File: src/rtl/imm_materializer_pkg.sv
// Shared RV64I encoding constants, materializer mode/state types and word-format helpers.
// Pure declarations; no state, no latency.
// No flow control of its own.
package imm_materializer_pkg;

    localparam logic [6:0] OP_LUI     = 7'b0110111;
    localparam logic [6:0] OP_ALU_I   = 7'b0010011;
    localparam logic [6:0] OP_ALU_I_W = 7'b0011011;
    localparam logic [2:0] F3_ADDI    = 3'b000;
    localparam logic [2:0] F3_ADDIW   = 3'b000;
    localparam logic [2:0] F3_SLLI    = 3'b001;

    typedef enum logic [1:0] {SHORT, MEDIUM, LONG} imm_mat_mode_t;
    typedef enum logic       {IDLE, EMIT}          imm_mat_state_t;

    function automatic logic [31:0] enc_i(input logic [11:0] imm, input logic [4:0] rs1,
                                          input logic [2:0] f3, input logic [4:0] rd,
                                          input logic [6:0] op);
        return {imm, rs1, f3, rd, op};
    endfunction

    function automatic logic [31:0] enc_u(input logic [19:0] imm, input logic [4:0] rd,
                                          input logic [6:0] op);
        return {imm, rd, op};
    endfunction

    function automatic logic [31:0] enc_slli(input logic [5:0] shamt, input logic [4:0] rd);
        return {6'b000000, shamt, rd, F3_SLLI, rd, OP_ALU_I};
    endfunction

    // A value fits an N-bit signed immediate when all bits from the sign bit upward agree.
    function automatic imm_mat_mode_t select_mode(input logic [63:0] v);
        if ((&v[63:11]) || !(|v[63:11]))
            return SHORT;
        else if ((&v[63:31]) || !(|v[63:31]))
            return MEDIUM;
        else
            return LONG;
    endfunction

endpackage

File: src/rtl/imm_mat_encoder.sv
// Combinational encoder: (mode, step, value, rd) -> instruction word and last flag.
// Zero latency.
// No flow control; the caller holds inputs stable while a word is stalled.
module imm_mat_encoder
    import imm_materializer_pkg::*;
(
    input  imm_mat_mode_t mode,
    input  logic [2:0]    step,
    input  logic [63:0]   v,
    input  logic [4:0]    rd,
    output logic [31:0]   instr,
    output logic          last
);

    logic [19:0] hi_med;
    logic [19:0] hi_long;

    // LUI is sign-extended and ADDIW adds a signed low part, so round hi20 up when bit 11/43 is set.
    assign hi_med  = v[31:12] + {19'd0, v[11]};
    assign hi_long = v[63:44] + {19'd0, v[43]};

    always_comb begin
        instr = '0;
        last  = 1'b0;
        case (mode)
            SHORT: begin
                instr = enc_i(v[11:0], 5'd0, F3_ADDI, rd, OP_ALU_I);
                last  = 1'b1;
            end
            MEDIUM: begin
                if (step == 3'd0)
                    instr = enc_u(hi_med, rd, OP_LUI);
                else
                    instr = enc_i(v[11:0], rd, F3_ADDIW, rd, OP_ALU_I_W);
                last = (step == 3'd1);
            end
            default: begin
                case (step)
                    3'd0:    instr = enc_u(hi_long, rd, OP_LUI);
                    3'd1:    instr = enc_i(v[43:32], rd, F3_ADDIW, rd, OP_ALU_I_W);
                    3'd2:    instr = enc_slli(6'd11, rd);
                    3'd3:    instr = enc_i({1'b0, v[31:21]}, rd, F3_ADDI, rd, OP_ALU_I);
                    3'd4:    instr = enc_slli(6'd11, rd);
                    3'd5:    instr = enc_i({1'b0, v[20:10]}, rd, F3_ADDI, rd, OP_ALU_I);
                    3'd6:    instr = enc_slli(6'd10, rd);
                    default: instr = enc_i({2'b00, v[9:0]}, rd, F3_ADDI, rd, OP_ALU_I);
                endcase
                last = (step == 3'd7);
            end
        endcase
    end

endmodule

File: src/rtl/imm_materializer.sv
// Turns a 64-bit constant + rd into an LUI/ADDI/ADDIW/SLLI stream that rebuilds it.
// First word valid the cycle after accept; one word per cycle while instr_ready_i is high.
// Single request in flight: req_ready_o low until the last word transfers; stalled words hold.
module imm_materializer
    import imm_materializer_pkg::*;
(
    input  logic        clk_i,
    input  logic        rstn_i,
    input  logic        req_valid_i,
    output logic        req_ready_o,
    input  logic [63:0] req_value_i,
    input  logic [4:0]  req_rd_i,
    output logic        instr_valid_o,
    input  logic        instr_ready_i,
    output logic [31:0] instr_o,
    output logic        instr_last_o,
    output logic        busy_o
);

    imm_mat_state_t state;
    imm_mat_mode_t  mode;
    logic [2:0]     step;
    logic [63:0]    val;
    logic [4:0]     rd;
    logic [31:0]    enc_instr;
    logic           enc_last;

    imm_mat_encoder u_encoder (
        .mode  (mode),
        .step  (step),
        .v     (val),
        .rd    (rd),
        .instr (enc_instr),
        .last  (enc_last)
    );

    always_ff @(posedge clk_i or negedge rstn_i) begin
        if (!rstn_i) begin
            state <= IDLE;
            mode  <= SHORT;
            step  <= 3'd0;
            val   <= '0;
            rd    <= '0;
        end else begin
            case (state)
                IDLE: begin
                    if (req_valid_i) begin
                        val   <= req_value_i;
                        rd    <= req_rd_i;
                        mode  <= select_mode(req_value_i);
                        step  <= 3'd0;
                        state <= EMIT;
                    end
                end
                default: begin
                    if (instr_ready_i) begin
                        if (enc_last) begin
                            step  <= 3'd0;
                            state <= IDLE;
                        end else begin
                            step  <= step + 3'd1;
                        end
                    end
                end
            endcase
        end
    end

    assign busy_o        = (state == EMIT);
    assign req_ready_o   = (state == IDLE);
    assign instr_valid_o = busy_o;
    // Gate the encoder so idle outputs read as zero.
    assign instr_o       = busy_o ? enc_instr : 32'd0;
    assign instr_last_o  = busy_o & enc_last;

endmodule
File: config.mk
export PLATFORM = sky130hd
export DESIGN_NAME = imm_materializer
export DESIGN_NICKNAME = d
export VERILOG_FILES = /design/src/rtl/imm_materializer_pkg.sv /design/src/rtl/imm_mat_encoder.sv /design/src/rtl/imm_materializer.sv
export SDC_FILE = /design/constraint.sdc
export NUM_CORES = 1
export LEC_CHECK = 0
export ABC_AREA = 1
export BUFFER_PORTS_ARGS = -buffer_cell sky130_fd_sc_hd__buf_2
export CELL_PAD_IN_SITES_DETAIL_PLACEMENT = 0
export CELL_PAD_IN_SITES_GLOBAL_PLACEMENT = 1
export CORE_MARGIN = 1
export CORE_UTILIZATION = 42
export CTS_CLUSTER_SIZE = 14
export DETAILED_ROUTE_END_ITERATION = 6
export PLACE_DENSITY_LB_ADDON = 0.1
export SLEW_MARGIN = 20
export SYNTH_ARGS = -nofsm -noshare
export SYNTH_HDL_FRONTEND = slang
export SYNTH_SLANG_ARGS = --single-unit
File: constraint.sdc
create_clock -name clk_i -period 6.7 [get_ports clk_i]
set_clock_uncertainty 0.1 [all_clocks]
set_input_delay 1.005 -clock clk_i [delete_from_list [all_inputs] [get_ports clk_i]]
set_output_delay 1.005 -clock clk_i [all_outputs]
set_load 0.01 [all_outputs]
==> flow_metrics.env, run 1 <==
export IMPL_final_cell_mix="nand2_1 (260), buf_2 (107), inv_1 (105)"
export IMPL_io_pins=109
export IMPL_whs_ns=0.401
export IMPL_drive_gt1_share_pct=16.5
export IMPL_crit_path_end="instr_o[22]"
export IMPL_final_setup_tns_ns=0
export IMPL_p_comb_share_pct=50.3
export IMPL_crit_arrival_ns=2.87
export IMPL_ys_seq_elements=75
export IMPL_port_buffers=107
export IMPL_crit_top_cell="ha_1"
export IMPL_status="finished clean"
export IMPL_max_stage_delay_ns=0.51
export IMPL_core_area_mm2=0.0126
export IMPL_remaining_drc_errors=0
export IMPL_synth_ff_type="dfrtp_1"
export IMPL_async_flop_share_pct=100
export IMPL_holdPathStages=2
export IMPL_die_area_mm2=0.0133
export IMPL_gp_congestion=0.927
export IMPL_swShare_pct=49.6
export IMPL_finalHoldViolCount=0
export IMPL_power_per_cell_area_mw_per_mm2=441
export IMPL_syn2layout_area_growth_pct=16.5
export IMPL_antenna_found_initial=0
export IMPL_clock_sinks=75
export IMPL_synth_edf_count=0
export IMPL_worst_slew_pin_slew_ns=0.994
export IMPL_rsz0062_at_grt="no"
export IMPL_nFillCells=1339
export IMPL_syn_instance_count=840
export IMPL_ys_top_cells_by_area="dfrtp_1 (35%), nand2_1 (18%), o21ai_0 (8.1%), inv_1 (7.3%), nor2_1 (5.5%)"
export IMPL_grt_pass1_vias=5230
export IMPL_finalSetupViolCount=0
export IMPL_detailedPlace_worstSlack_ns=3.13
export IMPL_pwr_share_seq_pct=33.7
export IMPL_critPathMaxFanout=13
export IMPL_critPathLaunch="step[0]"
export IMPL_leakage_uw=0.00318
export IMPL_hold_buffers=0
export IMPL_syn_area_per_cell_um2=6.44
export IMPL_dieHeight_um=116
export IMPL_yosysSeqAreaShare_pct=34.7
export IMPL_drt_pass1_iter_count=5
export IMPL_cts_setup_buffers=0
export IMPL_wire_per_inst_um=16.5
export IMPL_dp_hpwl_mm=14.3
export IMPL_vdd_drop_max_v=0.000174
export IMPL_cts_htree_levels=3
export IMPL_antenna_cells=0
export IMPL_cts_tree="done"
export IMPL_max_freq_mhz=251
export IMPL_maxCapViolCount=0
export IMPL_worst_hold_path_type="reg2reg"
export IMPL_clock_latency_ns=0.34
export IMPL_clk_pin_slew_ns=0.06
export IMPL_cts_root_buf="clkbuf_16"
export IMPL_wl_mm=18.3
export IMPL_ant_nets=0
export IMPL_synth_top_area_cell="dfrtp_1"
export IMPL_cp_cell_sequence="ha_1, ha_1, inv_1, nand4_1, or2_2, a21oi_1, nor2_1, buf_2"
export IMPL_endpoint_kind="primary output"
export IMPL_clk_path_buf_depth=2
export IMPL_via_per_inst=5.18
export IMPL_setup_ws_ns=2.72
export IMPL_power_uw=2780
export IMPL_final_max_slew_violation_count=0
export IMPL_cp_start_kind="flop"
export IMPL_syn_area_mm2=0.00541
export IMPL_grt_max_degree=112
export IMPL_start_util_pct=43.1
export IMPL_drt_initial_drc_count=404
export IMPL_switchingPower_uw=1380
export IMPL_syn_nets=923
export IMPL_synth_top_area_share_pct=34.7
export IMPL_rrSetupSlack_ns=4.24
export IMPL_overflow=0
export IMPL_timing_rr_end="busy_o"
export IMPL_synth_distinct_cells=41
export IMPL_grtUsageTotal_pct=28.9
export IMPL_grt_pass1_wl_mm=28.6
export IMPL_r2r_start="step[1]"
export IMPL_power_share_clock_pct=15.9
export IMPL_dr_total_vias=5733
export IMPL_rows=41
export IMPL_yosys_warnings=0
export IMPL_required_ns=5.59
export IMPL_fin_util_pct=50.2
export IMPL_fin_crit_ns=3.98
export IMPL_mostFrequentLayoutCell="nand2_1"
export IMPL_reg2reg_depth=10
export IMPL_cts_resized=0
export IMPL_fin_crit_sh_pct=59.4
export IMPL_nets=1013
export IMPL_die_w_um=116
export IMPL_critPathKind="reg2out"
export IMPL_p_int_uw=1400
export IMPL_crit_slowest_cell="nand4_1"
export IMPL_slew_headroom_pct=33.6
export IMPL_cts_buffers_inserted=9
-- logic make-up (layout without fill, tap and decap cells) --
family | count (synthesis) | in the layout | share of synthesized area [%]
AOI/OAI and AO/OA | 145 | 145 | 14.6
xor gates and xnor gates | 4 | 4 | 0.647
other | 1 | 1 | 0.0693
adders and majority gates | 10 | 10 | 2.31
buffers and inverters | 143 | 237 | 10.8
and+or+nand+nor | 462 | 462 | 36.8
DFF | 75 | 75 | 34.7
-- through the flow --
stage	std cells	instance area, um^2
after floorplan	840	5410
after global placement	1090	6020
after detailed placement	1090	6020
after CTS	1105	6280
after global routing	1106	6310
final	1106	6310
-- sequential cells by signal, summed over array words and instances (netlist names) --
signal	cells
busy_o	1
mode	2
val	64
step	3
rd	5
-- metal layers --
| layer | wire length, um | track usage [%] | vias up | part of all wire [%] |
|---|---|---|---|---|
| met5 | 0 | 0 | - | 0 |
| met4 | 389 | 8.66 | 0 | 2.1 |
| met3 | 944 | 4.86 | 24 | 5.2 |
| met2 | 8060 | 44.4 | 161 | 44 |
| met1 | 8890 | 41.6 | 2662 | 49 |
| li1 | - | - | 2886 | - |
-- worst max-delay path: cells and delay by family, from the launching register on --
kind            cells  cell delay, ns
buf+inv             2            0.41
simple gates        3            1.05
fa+ha+maj           2            0.52
compound gates      1            0.16
flops               1            0.40
-- synthesized netlist by cell type, types with 5 or more instances --
cell type	n
nand2_2	6
a21oi_1	29
clkbuf_1	14
o21ai_0	88
o211ai_1	7
dfrtp_1	75
or2_2	5
buf_4	9
inv_2	6
ha_1	10
nor2_1	79
nand4_1	30
inv_1	105
nor3_1	16
o21bai_1	6
nand2_1	261
buf_2	7
nand3_1	51
-- power groups by stage --
| stage | clock network [uW] | registers [uW] | logic (uW) |
|---|---|---|---|
| floorplan | 0 | 818 | 997 |
| global placement | 0 | 936 | 1380 |
| detailed placement | 0 | 940 | 1390 |
| CTS | 450 | 934 | 1400 |
| global route | 471 | 968 | 1590 |
| finish | 443 | 939 | 1400 |
-- worst min-delay path by stage --
stage,startpoint,endpoint,slack (ns)
final,val[42],val[42],0.40
after global routing,val[30],val[30],0.44
after CTS,val[42],val[42],0.40
after detailed placement,val[42],val[42],0.38
after global placement,val[42],val[42],0.37
after floorplan,val[32],val[32],0.35
-- layout make-up --
type                       count  area, um^2  share of cell area, %
clock buffer                  10         229                   3.63
clock inverter                 5        31.3                  0.496
inverter                     111         417                   6.61
multi-input combinational    622        2950                   46.8
sequential                    75        1880                   29.8
tap                          172         215                   3.41
timing repair buffer         111         586                   9.29
Note: power is estimated with default switching activity, not from simulation.
==> run 2: changes to the inputs <==
--- a/config.mk
+++ b/config.mk
@@ -10,7 +10,7 @@
 export CELL_PAD_IN_SITES_DETAIL_PLACEMENT = 0
 export CELL_PAD_IN_SITES_GLOBAL_PLACEMENT = 1
 export CORE_MARGIN = 1
-export CORE_UTILIZATION = 42
+export CORE_UTILIZATION = 35
 export CTS_CLUSTER_SIZE = 14
 export DETAILED_ROUTE_END_ITERATION = 6
 export PLACE_DENSITY_LB_ADDON = 0.1
==> constraint.sdc (replaced) <==
create_clock -name clk_i -period 3.5 [get_ports clk_i]
set_clock_uncertainty 0.1 [all_clocks]
set_input_delay 0.525 -clock clk_i [delete_from_list [all_inputs] [get_ports clk_i]]
set_output_delay 0.525 -clock clk_i [all_outputs]
set_load 0.01 [all_outputs]
==> flow_metrics.env, run 2 (synthesized netlist as in run 1, its figures left out) <==
export IMPL_clock_sinks=75
export IMPL_rsz0062_at_grt="no"
export IMPL_gp_congestion=0.889
export IMPL_die_w_um=126
export IMPL_dp_hpwl_mm=15.2
export IMPL_clk_path_buf_depth=2
export IMPL_rrSetupSlack_ns=1.36
export IMPL_syn2layout_area_growth_pct=18.4
export IMPL_max_flop_register="val"
export IMPL_die_area_mm2=0.0160
export IMPL_reg2reg_depth=6
export IMPL_clk_pin_slew_ns=0.06
export IMPL_drive_gt1_share_pct=17.0
export IMPL_dieHeight_um=126
export IMPL_max_freq_mhz=315
export IMPL_status="finished clean"
export IMPL_mostFrequentLayoutCell="nand2_1"
export IMPL_reg_top3="val (64), rd (5), step (3)"
export IMPL_via_per_inst=5.11
export IMPL_start_util_pct=35.7
export IMPL_vdd_drop_max_v=0.000318
export IMPL_drt_pass1_iter_count=5
export IMPL_clock_latency_ns=0.34
export IMPL_ant_nets=0
export IMPL_required_ns=2.87
export IMPL_multi_input_area_mm2=0.00295
export IMPL_critPathMaxFanout=10
export IMPL_remaining_drc_errors=0
export IMPL_antenna_cells=0
export IMPL_leakage_uw=0.00322
export IMPL_worst_hold_path_type="in2async"
export IMPL_finalHoldViolCount=0
export IMPL_finalSetupViolCount=0
export IMPL_power_per_cell_area_mw_per_mm2=873
export IMPL_cts_root_buf="clkbuf_16"
export IMPL_drt_initial_drc_count=459
export IMPL_cts_htree_levels=3
export IMPL_final_cell_mix="nand2_1 (260), buf_2 (106), inv_1 (105)"
export IMPL_nFillCells=1650
export IMPL_io_pins=109
export IMPL_cts_tree="done"
export IMPL_dr_total_vias=5752
export IMPL_maxCapViolCount=0
export IMPL_largest_reg_flops=64
export IMPL_crit_arrival_ns=2.55
export IMPL_cts_buffers_inserted=9
export IMPL_final_setup_tns_ns=0
export IMPL_slew_headroom_pct=32.3
export IMPL_cts_resized=0
export IMPL_wl_mm=19.4
export IMPL_wire_per_inst_um=17.2
export IMPL_grt_pass1_vias=5431
export IMPL_antenna_found_initial=0
export IMPL_rows=45
export IMPL_whs_ns=0.112
export IMPL_grt_pass1_wl_mm=30.4
export IMPL_core_area_mm2=0.0151
export IMPL_port_buffers=107
export IMPL_cp_start_kind="flop"
export IMPL_critPathKind="reg2out"
export IMPL_grt_max_degree=112
export IMPL_final_max_slew_violation_count=0
export IMPL_ff_latch_area_mm2=0.00188
export IMPL_nets=1017
export IMPL_fin_crit_sh_pct=90.6
export IMPL_endpoint_kind="primary output"
export IMPL_overflow=0
export IMPL_grtUsageTotal_pct=25.3
export IMPL_worst_slew_pin_slew_ns=1.02
export IMPL_fin_crit_ns=3.17
-- run 2: cell types whose count changed in the layout (fill, tap and decap cells not counted), sizes merged --
cell / change
bufinv: +2
clkinv: -4
buf: +4
inv: +2
-- run 2: layout make-up --
class                           instances  area share [%]
Multi-Input combinational cell        622            46.1
Sequential cell                        75            29.3
Timing Repair Buffer                  115            9.39
Inverter                              111            6.50
Clock buffer                           10            3.73
Tap cell                              188            3.67
Clock inverter                          5            1.33
-- run 2: timing repair --
action,4_1_cts,5_1_grt
hold buffers,0,0
endpoints found under the setup margin,0,3
buffers inserted,0,2
-- run 2: critical path, stage by stage, from the launching register on --
cell	delay (ns)
dfrtp_1	0.40
inv_1	0.17
ha_1	0.22
nand2_2	0.10
inv_2	0.20
nand2_2	0.15
nand2_2	0.22
nand2_2	0.15
nand2_1	0.10
o21ai_0	0.12
nor2_1	0.19
buf_2	0.17
-- run 2: final timing paths --
path                                 start     endpoint
setup / recovery                   step[1]  instr_o[30]
hold / removal                      rstn_i      val[22]
setup reg to reg                    busy_o      mode[0]
hold reg to reg                    val[40]      val[40]
max in group asynchronous           rstn_i      val[56]
min in group clk_i         req_value_i[10]      val[10]
-- run 2: power breakdown --
group / total [uW] / leakage [uW] / internal, uW / switching, uW
clock network: 1030 / 0.000156 / 645 / 390
logic: 2800 / 0.00213 / 988 / 1810
registers: 1760 / 0.000935 / 1260 / 497
-- run 2: through the flow --
step                      setup slack, ns  instance area, um^2  std cells  util [%]  power [uW]
after global routing                0.131                 6410       1126      42.3        6070
final                               0.328                 6410       1126      42.3        5590
after detailed placement            0.442                 6060       1109      40.0        4540
after global placement              0.544                 6060       1109      40.0        4510
after floorplan                      1.13                 5410        840         -        3470
after CTS                          0.0475                 6390       1124      42.2        5600
-- run 2: routing by layer --
| metal | share of wire (%) | track usage, % |
|---|---|---|
| met4 | 1.9 | 7.73 |
| met3 | 5.4 | 4.05 |
| met5 | 0 | 0 |
| met1 | 49 | 35.7 |
| met2 | 44 | 39.6 |
==> run 3: changes to the inputs <==
--- a/config.mk
+++ b/config.mk
@@ -5,12 +5,12 @@
 export SDC_FILE = /design/constraint.sdc
 export NUM_CORES = 1
 export LEC_CHECK = 0
-export ABC_AREA = 1
 export BUFFER_PORTS_ARGS = -buffer_cell sky130_fd_sc_hd__buf_2
 export CELL_PAD_IN_SITES_DETAIL_PLACEMENT = 0
 export CELL_PAD_IN_SITES_GLOBAL_PLACEMENT = 1
 export CORE_MARGIN = 1
-export CORE_UTILIZATION = 35
+export CORE_UTILIZATION = 38
+export CTS_CLUSTER_DIAMETER = 120
 export CTS_CLUSTER_SIZE = 14
 export DETAILED_ROUTE_END_ITERATION = 6
 export PLACE_DENSITY_LB_ADDON = 0.1
==> flow_metrics.env, run 3 <==
export IMPL_synth_most_common_cell="mux2_2"
export IMPL_status="finished clean"
export IMPL_start_util_pct=39.7
export IMPL_async_flop_share_pct=100
export IMPL_ys_seq_elements=75
export IMPL_worst_slew_pin_slew_ns=0.953
export IMPL_final_cell_mix="buf_2 (106), mux2_2 (81), dfrtp_1 (75)"
export IMPL_rows=40
export IMPL_grtUsageTotal_pct=24.3
export IMPL_finalHoldViolCount=0
export IMPL_synth_distinct_cells=51
export IMPL_synth_top_area_share_pct=38.6
export IMPL_cts_htree_levels=3
export IMPL_hold_buffers=0
export IMPL_final_cells=761
export IMPL_overflow=0
export IMPL_slew_headroom_pct=36.4
export IMPL_clk_path_buf_depth=2
export IMPL_required_ns=2.87
export IMPL_cts_buffers_inserted=9
export IMPL_final_setup_tns_ns=0
export IMPL_rsz0062_at_grt="no"
export IMPL_critPathMaxFanout=4
export IMPL_clk_pin_slew_ns=0.06
export IMPL_grt_pass1_wl_mm=23.6
export IMPL_max_freq_mhz=295
export IMPL_yosys_top_cells_count="mux2_2 (81), dfrtp_1 (75), nand2_1 (34), nand3_1 (23), nand4_1 (22)"
export IMPL_syn_area_mm2=0.00486
export IMPL_remaining_drc_errors=0
export IMPL_nFillCells=1193
export IMPL_vdd_drop_max_v=0.000362
export IMPL_reg_top3="val (64), rd (5), step (3)"
export IMPL_drt_pass1_iter_count=5
export IMPL_yosys_warnings=0
export IMPL_maxCapViolCount=0
export IMPL_synth_top_area_cell="dfrtp_1"
export IMPL_io_pins=109
export IMPL_crit_arrival_ns=2.76
export IMPL_wl_mm=15.1
export IMPL_drt_initial_drc_count=202
export IMPL_grt_max_degree=76
export IMPL_clock_latency_ns=0.34
export IMPL_endpoint_kind="primary output"
export IMPL_ant_nets=0
export IMPL_syn2layout_area_growth_pct=22.5
export IMPL_worst_hold_path_type="in2async"
export IMPL_final_max_slew_violation_count=0
export IMPL_port_buffers=107
export IMPL_drive_gt1_share_pct=38.4
export IMPL_dp_cells=745
export IMPL_clock_sinks=75
export IMPL_critPathKind="reg2out"
export IMPL_leakage_uw=0.00249
export IMPL_nets=671
export IMPL_dr_total_vias=4337
export IMPL_max_flop_register="val"
export IMPL_finalSetupViolCount=0
export IMPL_synth_ff_type="dfrtp_1"
export IMPL_largest_reg_flops=64
export IMPL_antenna_found_initial=0
export IMPL_power_per_cell_area_mw_per_mm2=957
export IMPL_mostFrequentLayoutCell="buf_2"
export IMPL_core_area_mm2=0.0123
export IMPL_cts_setup_buffers=0
export IMPL_cp_start_kind="flop"
export IMPL_ys_top_cells_by_area="dfrtp_1 (39%), mux2_2 (19%), xnor2_1 (3.1%), nand4_1 (2.8%), nor4_1 (2.7%)"
export IMPL_syn_nets=567
export IMPL_cts_resized=0
export IMPL_synth_edf_count=0
export IMPL_die_area_mm2=0.0133
export IMPL_fin_crit_ns=3.39
export IMPL_dp_hpwl_mm=12.0
export IMPL_gp_congestion=0.929
export IMPL_yosysSeqAreaShare_pct=38.6
export IMPL_wire_per_inst_um=19.9
export IMPL_dieHeight_um=115
export IMPL_syn_area_per_cell_um2=10.1
export IMPL_die_w_um=115
export IMPL_antenna_cells=0
export IMPL_syn_instance_count=484
export IMPL_via_per_inst=5.70
export IMPL_grt_pass1_vias=4132
export IMPL_fin_crit_sh_pct=96.7
export IMPL_cts_root_buf="clkbuf_16"
export IMPL_cts_tree="done"
-- run 3: worst paths after layout --
path	startpoint	endpoint	slack, ns	cells past startpoint
min in group clk_i	req_value_i[7]	val[7]	0.31	2
max in group asynchronous	rstn_i	val[51]	2.45	1
max	val[11]	instr_o[31]	0.11	7
min reg2reg	val[9]	val[9]	0.41	1
max reg2reg	busy_o	val[32]	1.24	4
min	rstn_i	busy_o	0.24	1
-- run 3: through the flow --
stage	hold slack, ns	total power [uW]	utilization, %	instance area [um^2]	worst slack, ns
CTS	0.273	5690	48.4	5930	0.0668
global route	0.298	6100	48.6	5960	0.0256
finish	0.237	5700	48.6	5960	0.114
detailed placement	0.402	4640	45.7	5600	0.463
global placement	0.394	4610	45.7	5600	0.474
floorplan	0.129	3520	-	4860	0.285
-- run 3: report_power, final --
group          internal [uW]  total, uW  switching (uW)  leakage, uW
sequential              1300       1880             581     0.000890
clock                    662       1020             360     0.000159
combinational           1320       2800            1470      0.00144
-- run 3: final cells by class --
type	instances	area (um^2)	area share, %
clock buffers	12	256	4.31
clock inverters	4	72.6	1.22
well taps	168	210	3.53
flip-flops and latches	75	1880	31.5
repair buffers	123	671	11.3
multi-input cells	368	2830	47.5
inverters	11	41.3	0.693
-- run 3: critical path, cell delays in order (launching register included) --
cell and delay [ns]:
dfrtp_1 0.40, ha_1 0.23, nand3_1 0.15, nor4_1 0.64, nand3_1 0.18, xor2_1 0.18, a221oi_1 0.43, buf_2 0.22
-- run 3: cell families (layout without fill, tap and decap cells) --
family / Yosys count / count (layout) / share of synthesized area [%]
other cells: 1 / 1 / 0.0771
buf+inv: 41 / 150 / 3.81
xor+xnor: 31 / 31 / 5.58
compound gates: 85 / 85 / 13.0
mux: 82 / 82 / 19.0
fa+ha+maj: 10 / 10 / 2.57
flops: 75 / 75 / 38.6
simple gates: 159 / 159 / 17.4
-- run 3: metal layers --
metal	vias to the layer above	part of all wire (%)	global-route usage [%]
li1	2042	-	-
met1	2123	48	34.9
met2	150	43	35.9
met3	22	5.6	5.17
met4	0	2.5	8.92
met5	-	0	0
